**config.mk**
```make
export PLATFORM = sky130hd
export DESIGN_NAME = pll_dphase_ctrl
export DESIGN_NICKNAME = d
export VERILOG_FILES = /design/src/rtl/pll_dphase_ctrl.sv
export SDC_FILE = /design/constraint.sdc
export NUM_CORES = 1
export LEC_CHECK = 0
export BUFFER_PORTS_ARGS = -buffer_cell sky130_fd_sc_hd__buf_2
export CORE_ASPECT_RATIO = 0.5
export CORE_MARGIN = 5
export CORE_UTILIZATION = 45
export DETAILED_ROUTE_END_ITERATION = 12
export GPL_TIMING_DRIVEN = 0
export PLACE_DENSITY = 0.68
export SYNTH_ARGS = -nofsm -noshare
export SYNTH_HDL_FRONTEND = slang
export SYNTH_SLANG_ARGS = --single-unit
```
**constraint.sdc**
```tcl
create_clock -name clkin -period 2.9 [get_ports clkin]
set_input_delay 0.29 -clock clkin [delete_from_list [all_inputs] [get_ports clkin]]
set_output_delay 0.29 -clock clkin [all_outputs]
set_load 0.01 [all_outputs]
```
**src/rtl/pll_dphase_ctrl.sv**
```systemverilog
// pll_dphase_ctrl
//   Run-time controller for the ECP5 EHXPLLL dynamic-phase port. It accepts
//   per-channel absolute phase targets and picks the shortest rotation
//   direction. It then emits timed PHASESTEP pulses and one PHASELOADREG pulse,
//   and it tracks the resulting phase of every controlled output.
//
//   Optional feature macro: PLL_DPHASE_LOCK_WAIT_EN
//     When defined, the controller waits for PLL re-lock after the load pulse
//     and times out after LOCK_TMO cycles. It also refuses requests while the
//     PLL is unlocked.
//
// Ports
//   clkin        : single clock (PLL reference domain)
//   rstn         : asynchronous active-low reset
//   req_valid    : phase request valid
//   req_ready    : controller idle and able to accept a request
//   req_ch       : target channel (0=CLKOP, 1=CLKOS, 2=CLKOS2, 3=CLKOS3)
//   req_phase    : absolute target phase, 0..MOD-1
//   pll_locked   : PLL LOCK output (used only with the optional feature)
//   phasesel     : PHASESEL1:0
//   phasedir     : PHASEDIR, 0 = advance, 1 = delay
//   phasestep    : PHASESTEP, idles high
//   phaseloadreg : PHASELOADREG, idles high
//   cur_phase    : tracked phase, channel n at [n*PHASE_W +: PHASE_W]
//   done         : one-cycle pulse when a request completes
//   err          : one-cycle pulse on a rejected or timed-out request
module pll_dphase_ctrl #(
  parameter int CHANNELS  = 4,
  parameter int PHASE_W   = 4,
  parameter int MOD       = 16,
  parameter int PULSE_CYC = 4,
  parameter int SETUP_CYC = 2,
  parameter int LOCK_TMO  = 1024
) (
  input  logic                          clkin,
  input  logic                          rstn,
  input  logic                          req_valid,
  output logic                          req_ready,
  input  logic [1:0]                    req_ch,
  input  logic [PHASE_W-1:0]            req_phase,
  input  logic                          pll_locked,
  output logic [1:0]                    phasesel,
  output logic                          phasedir,
  output logic                          phasestep,
  output logic                          phaseloadreg,
  output logic [CHANNELS*PHASE_W-1:0]   cur_phase,
  output logic                          done,
  output logic                          err
);

  localparam int PW1 = PHASE_W + 1;

`ifdef PLL_DPHASE_LOCK_WAIT_EN
  localparam int CNT_MAX0 = (PULSE_CYC > SETUP_CYC) ? PULSE_CYC : SETUP_CYC;
  localparam int CNT_MAX  = (LOCK_TMO > CNT_MAX0) ? LOCK_TMO : CNT_MAX0;
`else
  localparam int CNT_MAX  = (PULSE_CYC > SETUP_CYC) ? PULSE_CYC : SETUP_CYC;
  localparam int unused_lock_tmo = LOCK_TMO;
`endif
  // The counter is loaded with (duration - 1) and counts down to zero.
  localparam int CNT_W = (CNT_MAX > 1) ? $clog2(CNT_MAX) : 1;

  typedef enum logic [2:0] {
    S_IDLE,
    S_SETUP,
    S_STEP_LO,
    S_STEP_HI,
    S_LOAD,
    S_LOAD_HI,
    S_FIN,
    S_WAIT_LOCK
  } state_t;

  state_t               state_q, state_n;
  logic [CNT_W-1:0]     cnt_q, cnt_n;
  logic [PHASE_W-1:0]   steps_q, steps_n;
  logic [PHASE_W-1:0]   cur_q [CHANNELS];
  logic [1:0]           sel_n;
  logic                 dir_n;
  logic                 err_n;
  logic                 ready_n;
  logic                 step_upd;
  logic                 accept;
  logic                 req_bad;
  logic                 cnt_zero;

  // Shortest-rotation arithmetic for the requested channel.
  logic [PHASE_W-1:0]   cur_req;
  logic [PW1-1:0]       delta;
  logic [PW1-1:0]       steps_w;
  logic [PHASE_W-1:0]   calc_steps;
  logic                 calc_dir;

  // Phase of the channel being stepped, and its value after one step.
  logic [PHASE_W-1:0]   cur_act;
  logic [PHASE_W-1:0]   cur_stepped;

`ifdef PLL_DPHASE_LOCK_WAIT_EN
  assign accept = req_valid && req_ready && pll_locked;
`else
  assign accept = req_valid && req_ready;
  logic unused_lock;
  assign unused_lock = pll_locked;
`endif

  assign req_bad  = (int'(req_ch) >= CHANNELS) || (int'(req_phase) >= MOD);
  assign cnt_zero = (cnt_q == '0);

  always_comb begin
    cur_req = '0;
    cur_act = '0;
    for (int i = 0; i < CHANNELS; i++) begin
      if (req_ch == 2'(i))   cur_req = cur_q[i];
      if (phasesel == 2'(i)) cur_act = cur_q[i];
    end
  end

  always_comb begin
    if (req_phase >= cur_req) delta = {1'b0, req_phase} - {1'b0, cur_req};
    else                      delta = {1'b0, req_phase} + PW1'(MOD) - {1'b0, cur_req};
    // A tie at exactly MOD/2 advances.
    if (delta <= PW1'(MOD / 2)) begin
      calc_dir = 1'b0;
      steps_w  = delta;
    end else begin
      calc_dir = 1'b1;
      steps_w  = PW1'(MOD) - delta;
    end
    calc_steps = PHASE_W'(steps_w);
  end

  always_comb begin
    if (phasedir) cur_stepped = (cur_act == '0) ? PHASE_W'(MOD - 1) : cur_act - 1'b1;
    else          cur_stepped = (cur_act == PHASE_W'(MOD - 1)) ? '0 : cur_act + 1'b1;
  end

  // NOTE: every signal driven here gets a default first so that no path leaves
  // it unassigned; otherwise synthesis would infer a latch.
  always_comb begin
    state_n  = state_q;
    cnt_n    = cnt_q;
    steps_n  = steps_q;
    sel_n    = phasesel;
    dir_n    = phasedir;
    err_n    = 1'b0;
    step_upd = 1'b0;
    case (state_q)
      S_IDLE: begin
        if (accept) begin
          if (req_bad) begin
            err_n = 1'b1;
          end else if (calc_steps == '0) begin
            state_n = S_FIN;
          end else begin
            state_n = S_SETUP;
            cnt_n   = CNT_W'(SETUP_CYC - 1);
            steps_n = calc_steps;
            sel_n   = req_ch;
            dir_n   = calc_dir;
          end
        end
      end
      S_SETUP: begin
        if (cnt_zero) begin
          state_n = S_STEP_LO;
          cnt_n   = CNT_W'(PULSE_CYC - 1);
        end else begin
          cnt_n = cnt_q - 1'b1;
        end
      end
      S_STEP_LO: begin
        if (cnt_zero) begin
          state_n = S_STEP_HI;
          cnt_n   = CNT_W'(PULSE_CYC - 1);
        end else begin
          cnt_n = cnt_q - 1'b1;
        end
      end
      S_STEP_HI: begin
        if (cnt_zero) begin
          step_upd = 1'b1;
          steps_n  = steps_q - 1'b1;
          state_n  = (steps_q == PHASE_W'(1)) ? S_LOAD : S_STEP_LO;
          cnt_n    = CNT_W'(PULSE_CYC - 1);
        end else begin
          cnt_n = cnt_q - 1'b1;
        end
      end
      S_LOAD: begin
        if (cnt_zero) begin
          state_n = S_LOAD_HI;
          cnt_n   = CNT_W'(PULSE_CYC - 1);
        end else begin
          cnt_n = cnt_q - 1'b1;
        end
      end
      S_LOAD_HI: begin
        if (cnt_zero) begin
`ifdef PLL_DPHASE_LOCK_WAIT_EN
          state_n = S_WAIT_LOCK;
          cnt_n   = CNT_W'(LOCK_TMO - 1);
`else
          state_n = S_FIN;
`endif
        end else begin
          cnt_n = cnt_q - 1'b1;
        end
      end
      S_FIN: begin
        state_n = S_IDLE;
      end
`ifdef PLL_DPHASE_LOCK_WAIT_EN
      S_WAIT_LOCK: begin
        if (pll_locked) begin
          state_n = S_FIN;
        end else if (cnt_zero) begin
          // Timed out: the steps were applied, so the tracked phase stays.
          state_n = S_IDLE;
          err_n   = 1'b1;
        end else begin
          cnt_n = cnt_q - 1'b1;
        end
      end
`endif
      default: state_n = S_IDLE;
    endcase
  end

`ifdef PLL_DPHASE_LOCK_WAIT_EN
  assign ready_n = (state_n == S_IDLE) && pll_locked;
`else
  assign ready_n = (state_n == S_IDLE);
`endif

  // NOTE: sequential state uses non-blocking assignments only, so every
  // register samples the pre-edge values of the others.
  always_ff @(posedge clkin or negedge rstn) begin
    if (!rstn) begin
      state_q      <= S_IDLE;
      cnt_q        <= '0;
      steps_q      <= '0;
      req_ready    <= 1'b1;
      phasesel     <= 2'd0;
      phasedir     <= 1'b0;
      phasestep    <= 1'b1;
      phaseloadreg <= 1'b1;
      done         <= 1'b0;
      err          <= 1'b0;
    end else begin
      state_q      <= state_n;
      cnt_q        <= cnt_n;
      steps_q      <= steps_n;
      req_ready    <= ready_n;
      phasesel     <= sel_n;
      phasedir     <= dir_n;
      // Pins are decoded from the next state so that they are registered
      // and change on the same edge as the state they belong to.
      phasestep    <= (state_n != S_STEP_LO);
      phaseloadreg <= (state_n != S_LOAD);
      done         <= (state_q == S_FIN);
      err          <= err_n;
    end
  end

  // NOTE: the phase table is a small register array that must read back as
  // zero after reset, so it is reset like any other state register.
  always_ff @(posedge clkin or negedge rstn) begin
    if (!rstn) begin
      for (int i = 0; i < CHANNELS; i++) cur_q[i] <= '0;
    end else if (step_upd) begin
      for (int i = 0; i < CHANNELS; i++) begin
        if (phasesel == 2'(i)) cur_q[i] <= cur_stepped;
      end
    end
  end

  always_comb begin
    cur_phase = '0;
    for (int i = 0; i < CHANNELS; i++) cur_phase[i*PHASE_W +: PHASE_W] = cur_q[i];
  end

endmodule
```
==> results.json <==
{
  "max-clock-path-buffers": 2,
  "maxCapViolCount": 0,
  "worst_slack_ns": -0.06079,
  "initial_utilization_pct": 47.97,
  "minimum_clock_period_ns": 2.961,
  "fraction_of_final_layout_cells_with_drive_strength_greater_than_1_pct": 37.13,
  "globalRouteOverflowTotal": 0,
  "combPwrFrac_pct": 62.4,
  "drt.antenna.violating_nets": 0,
  "crit_path_max_fanout": 3,
  "clock-sinks": 32,
  "instances_no_fill": 338,
  "grt_setup_unrepaired": "true",
  "die-area_um2": 6404,
  "synth_fp_nets": 245,
  "synth_seq_cells": 32,
  "finalHoldViolCount": 0,
  "finalWeightedCongestion": 0.8632,
  "vias_per_cell": 5.453,
  "power.density_cell_area_nw_per_um2": 1281,
  "dr_wl_met2_um": 2575,
  "violations": "setup timing",
  "input_output_buffers": 31,
  "power.ir.vdd_worst_mv": 0.5091,
  "route.detailed.drc": 0,
  "hpwl_um": 3750,
  "synth-edff-count": 0,
  "synth_seq_area_share_pct": 37.02,
  "criticalPathCategory": "reg2reg",
  "htreeDepth": 2,
  "first_global_vias": 1848,
  "synthesized_area_um2": 2173,
  "top_post_synthesis_cells_by_area": "sky130_fd_sc_hd__dfrtp_1 (33%), sky130_fd_sc_hd__mux4_2 (8.3%), sky130_fd_sc_hd__ha_1 (6.3%)",
  "power.internal_mw": 1.936,
  "hp-class": "in2async",
  "postSynth.asyncResetShare_pct": 100.0,
  "wl_met3_um": 186,
  "clock_transition_at_the_registers_of_the_reported_paths_ns": 0.07,
  "power.clock.fraction_pct": 13.8,
  "area_growth_pct": 23.32,
  "yosysTopAreaCellShare_pct": 33.39,
  "route.detailed.wl_per_inst_um": 15.07,
  "post-route-period-util_pct": 102.1,
  "yosysUniqueCellTypes": 51,
  "tightest_slew_ns": 0.8689,
  "yosys.area.top_type": "sky130_fd_sc_hd__dfrtp_1",
  "die_width_um": 108.3,
  "detail_route.wirelength_um": 5092,
  "ioPinCount": 34,
  "postSynthAreaPerCell_um2": 9.746,
  "power_switching_share_pct": 43.58,
  "grt_first_pass_wirelength_um": 8493,
  "slew_headroom_pct": 41.95,
  "top_layer": "met4",
  "worst_setup_path_end_kind": "flop",
  "finClkSkew_ns": 0.003918,
  "crit_path_dat_ns": 3.13,
  "final_total_negative_setup_slack_ns": -0.1982,
  "finalMaxSlewViolations": 0,
  "startpoint_kind_of_the_worst_setup_timing_path": "flop",
  "top_count_cell_post_synth": "sky130_fd_sc_hd__dfrtp_1",
  "clock_latency_ns": 0.28,
  "inserted_diodes": 0,
  "tritoncts": "yes",
  "synthCells": 223,
  "post_synth_most_frequent_cells": "sky130_fd_sc_hd__dfrtp_1 (29), sky130_fd_sc_hd__nor2_1 (24), sky130_fd_sc_hd__nand2_1 (17)",
  "wl_met1_um": 2210,
  "numPlacedInstances": 320,
  "status": "finished with violations",
  "maximum_number_of_pins_on_one_net_before_global_route_repair": 33,
  "core_area_um2": 4531,
  "sequentialPowerShare_pct": 23.8,
  "synth.yosys.warnings": 0,
  "die_y_um": 59.14,
  "nNetsFinal": 293,
  "antenna_found_initial": 0,
  "ys.flop_type": "sky130_fd_sc_hd__dfrtp_1",
  "root_buffer": "sky130_fd_sc_hd__clkbuf_8",
  "total_switching_power_mw": 1.496,
  "groute.usage.overall_pct": 17.13,
  "first_iter_violations": 66,
  "vias": 1843,
  "clock.fmax_ghz": 0.3377,
  "floorplan.rows": 17,
  "finalSetupViolCount": 5,
  "cts_buffers": 5,
  "1st_pass_router_iterations": 4,
  "critPathRequiredTime_ns": 3.07,
  "cellLeakagePower_nw": 1.205
}
-- power groups by stage --
stage / sequential (mW) / clock [mW] / combinational [mW]
after floorplan: 0.863 / 0 / 1.47
after global placement: 0.821 / 0 / 1.93
after detailed placement: 0.837 / 0 / 1.99
after CTS: 0.816 / 0.489 / 2.10
after global routing: 0.849 / 0.511 / 2.37
final: 0.817 / 0.475 / 2.14
-- worst paths after layout --
kind / slack, ns / start / end / depth (start not counted)
setup / recovery: -0.06 / cur_phase[12] / cnt_q[1] / 10
hold / removal: 0.05 / rstn / cnt_q[0] / 1
setup reg to reg: -0.06 / cur_phase[12] / cnt_q[1] / 10
hold reg to reg: 0.51 / cnt_q[1] / cnt_q[1] / 1
max in group asynchronous: 2.38 / rstn / cur_phase[3] / 1
min in group clkin: 0.37 / req_ch[1] / phasesel[1] / 2
-- repair_timing --
item / 4_1_cts / 5_1_grt
setup buffers: 8 / 2
cloned: 0 / 0
resized for setup: 7 / 5
hold buffers: 0 / 0
setup endpoints to repair: 10 / 12
pin swaps: 8 / 6
-- kinds of logic (layout without fill, tap and decap cells) --
logic type / count (synthesis) / in the layout / synth area share (%)
AND/OR/NAND/NOR: 82 / 82 / 18.83
AO/OA/AOI/OAI: 49 / 49 / 14.91
flip-flops: 32 / 32 / 37.02
multiplexers: 21 / 21 / 14.97
buffers and inverters: 20 / 69 / 4.433
adder cells (fa/ha/maj): 12 / 12 / 7.254
XOR/XNOR: 6 / 6 / 2.418
other: 1 / 1 / 0.1725
-- cells in the final DEF, fill, tap and decap left out, types with 2 or more instances in the layout --
cell and n:
sky130_fd_sc_hd__buf_2 33, sky130_fd_sc_hd__dfrtp_1 29, sky130_fd_sc_hd__nor2_1 23, sky130_fd_sc_hd__nand2_1 17, sky130_fd_sc_hd__a21oi_1 13, sky130_fd_sc_hd__nor3_1 11, sky130_fd_sc_hd__o21ai_0 11, sky130_fd_sc_hd__mux2_2 11
sky130_fd_sc_hd__buf_4 11, sky130_fd_sc_hd__inv_1 10, sky130_fd_sc_hd__ha_1 10, sky130_fd_sc_hd__mux4_2 8, sky130_fd_sc_hd__nand3_1 8, sky130_fd_sc_hd__clkbuf_8 7, sky130_fd_sc_hd__nand2b_1 4, sky130_fd_sc_hd__and2_1 4
sky130_fd_sc_hd__clkbuf_1 3, sky130_fd_sc_hd__a21oi_2 3, sky130_fd_sc_hd__xnor2_1 3, sky130_fd_sc_hd__dfstp_2 3, sky130_fd_sc_hd__buf_6 2, sky130_fd_sc_hd__inv_2 2, sky130_fd_sc_hd__or3_1 2, sky130_fd_sc_hd__and3_1 2
sky130_fd_sc_hd__xor2_1 2, sky130_fd_sc_hd__a31oi_1 2, sky130_fd_sc_hd__o22ai_1 2, sky130_fd_sc_hd__o21ai_1 2, sky130_fd_sc_hd__a31o_2 2
-- routing by layer --
metal / vias to the layer above / track usage [%]
met5: - / 0
met3: 13 / 4.026
met4: 0 / 6.475
li1: 895 / -
met1: 896 / 19.43
met2: 39 / 31.89
-- cell type report --
cell class,count,area [µm²]
fillers,404,1851
inverters,12,45.04
clock inverters,1,30.03
clock buffers,7,96.34
multi-input cells,171,1340
repair buffers,41,230.2
flip-flops and latches,32,804.5
well taps,66,82.58
plain buffers,8,51.30
-- critical path: stages, from the launching register on --
cell	delay (ns)
sky130_fd_sc_hd__dfrtp_1	0.38
sky130_fd_sc_hd__mux4_2	0.52
sky130_fd_sc_hd__ha_4	0.19
sky130_fd_sc_hd__fa_2	0.43
sky130_fd_sc_hd__and2_4	0.17
sky130_fd_sc_hd__a2111oi_4	0.20
sky130_fd_sc_hd__o31ai_2	0.10
sky130_fd_sc_hd__a21oi_2	0.29
sky130_fd_sc_hd__nor2_2	0.08
sky130_fd_sc_hd__o22ai_1	0.13
sky130_fd_sc_hd__mux2_2	0.34
-- registers in the layout, indices dropped and copies added (netlist names), 2 cells and up --
name	count
cur_phase	16
steps_q	4
phasesel	2
cnt_q	2
state_q	3
-- per-stage QoR --
step	instance area (µm²)	worst slack [ns]	hold WS, ns	utilization [%]	total power [mW]
floorplan	2201	-0.07488	-0.005591	-	2.333
CTS	2644	-0.04287	0.07465	58.35	3.404
detailed placement	2439	-0.4402	0.3854	53.82	2.825
finish	2680	-0.06079	0.05359	59.15	3.432
global route	2680	-0.1487	0.1125	59.15	3.728
global placement	2439	-0.4131	0.3768	53.82	2.753
No activity file was read; power rests on OpenSTA's default activity.
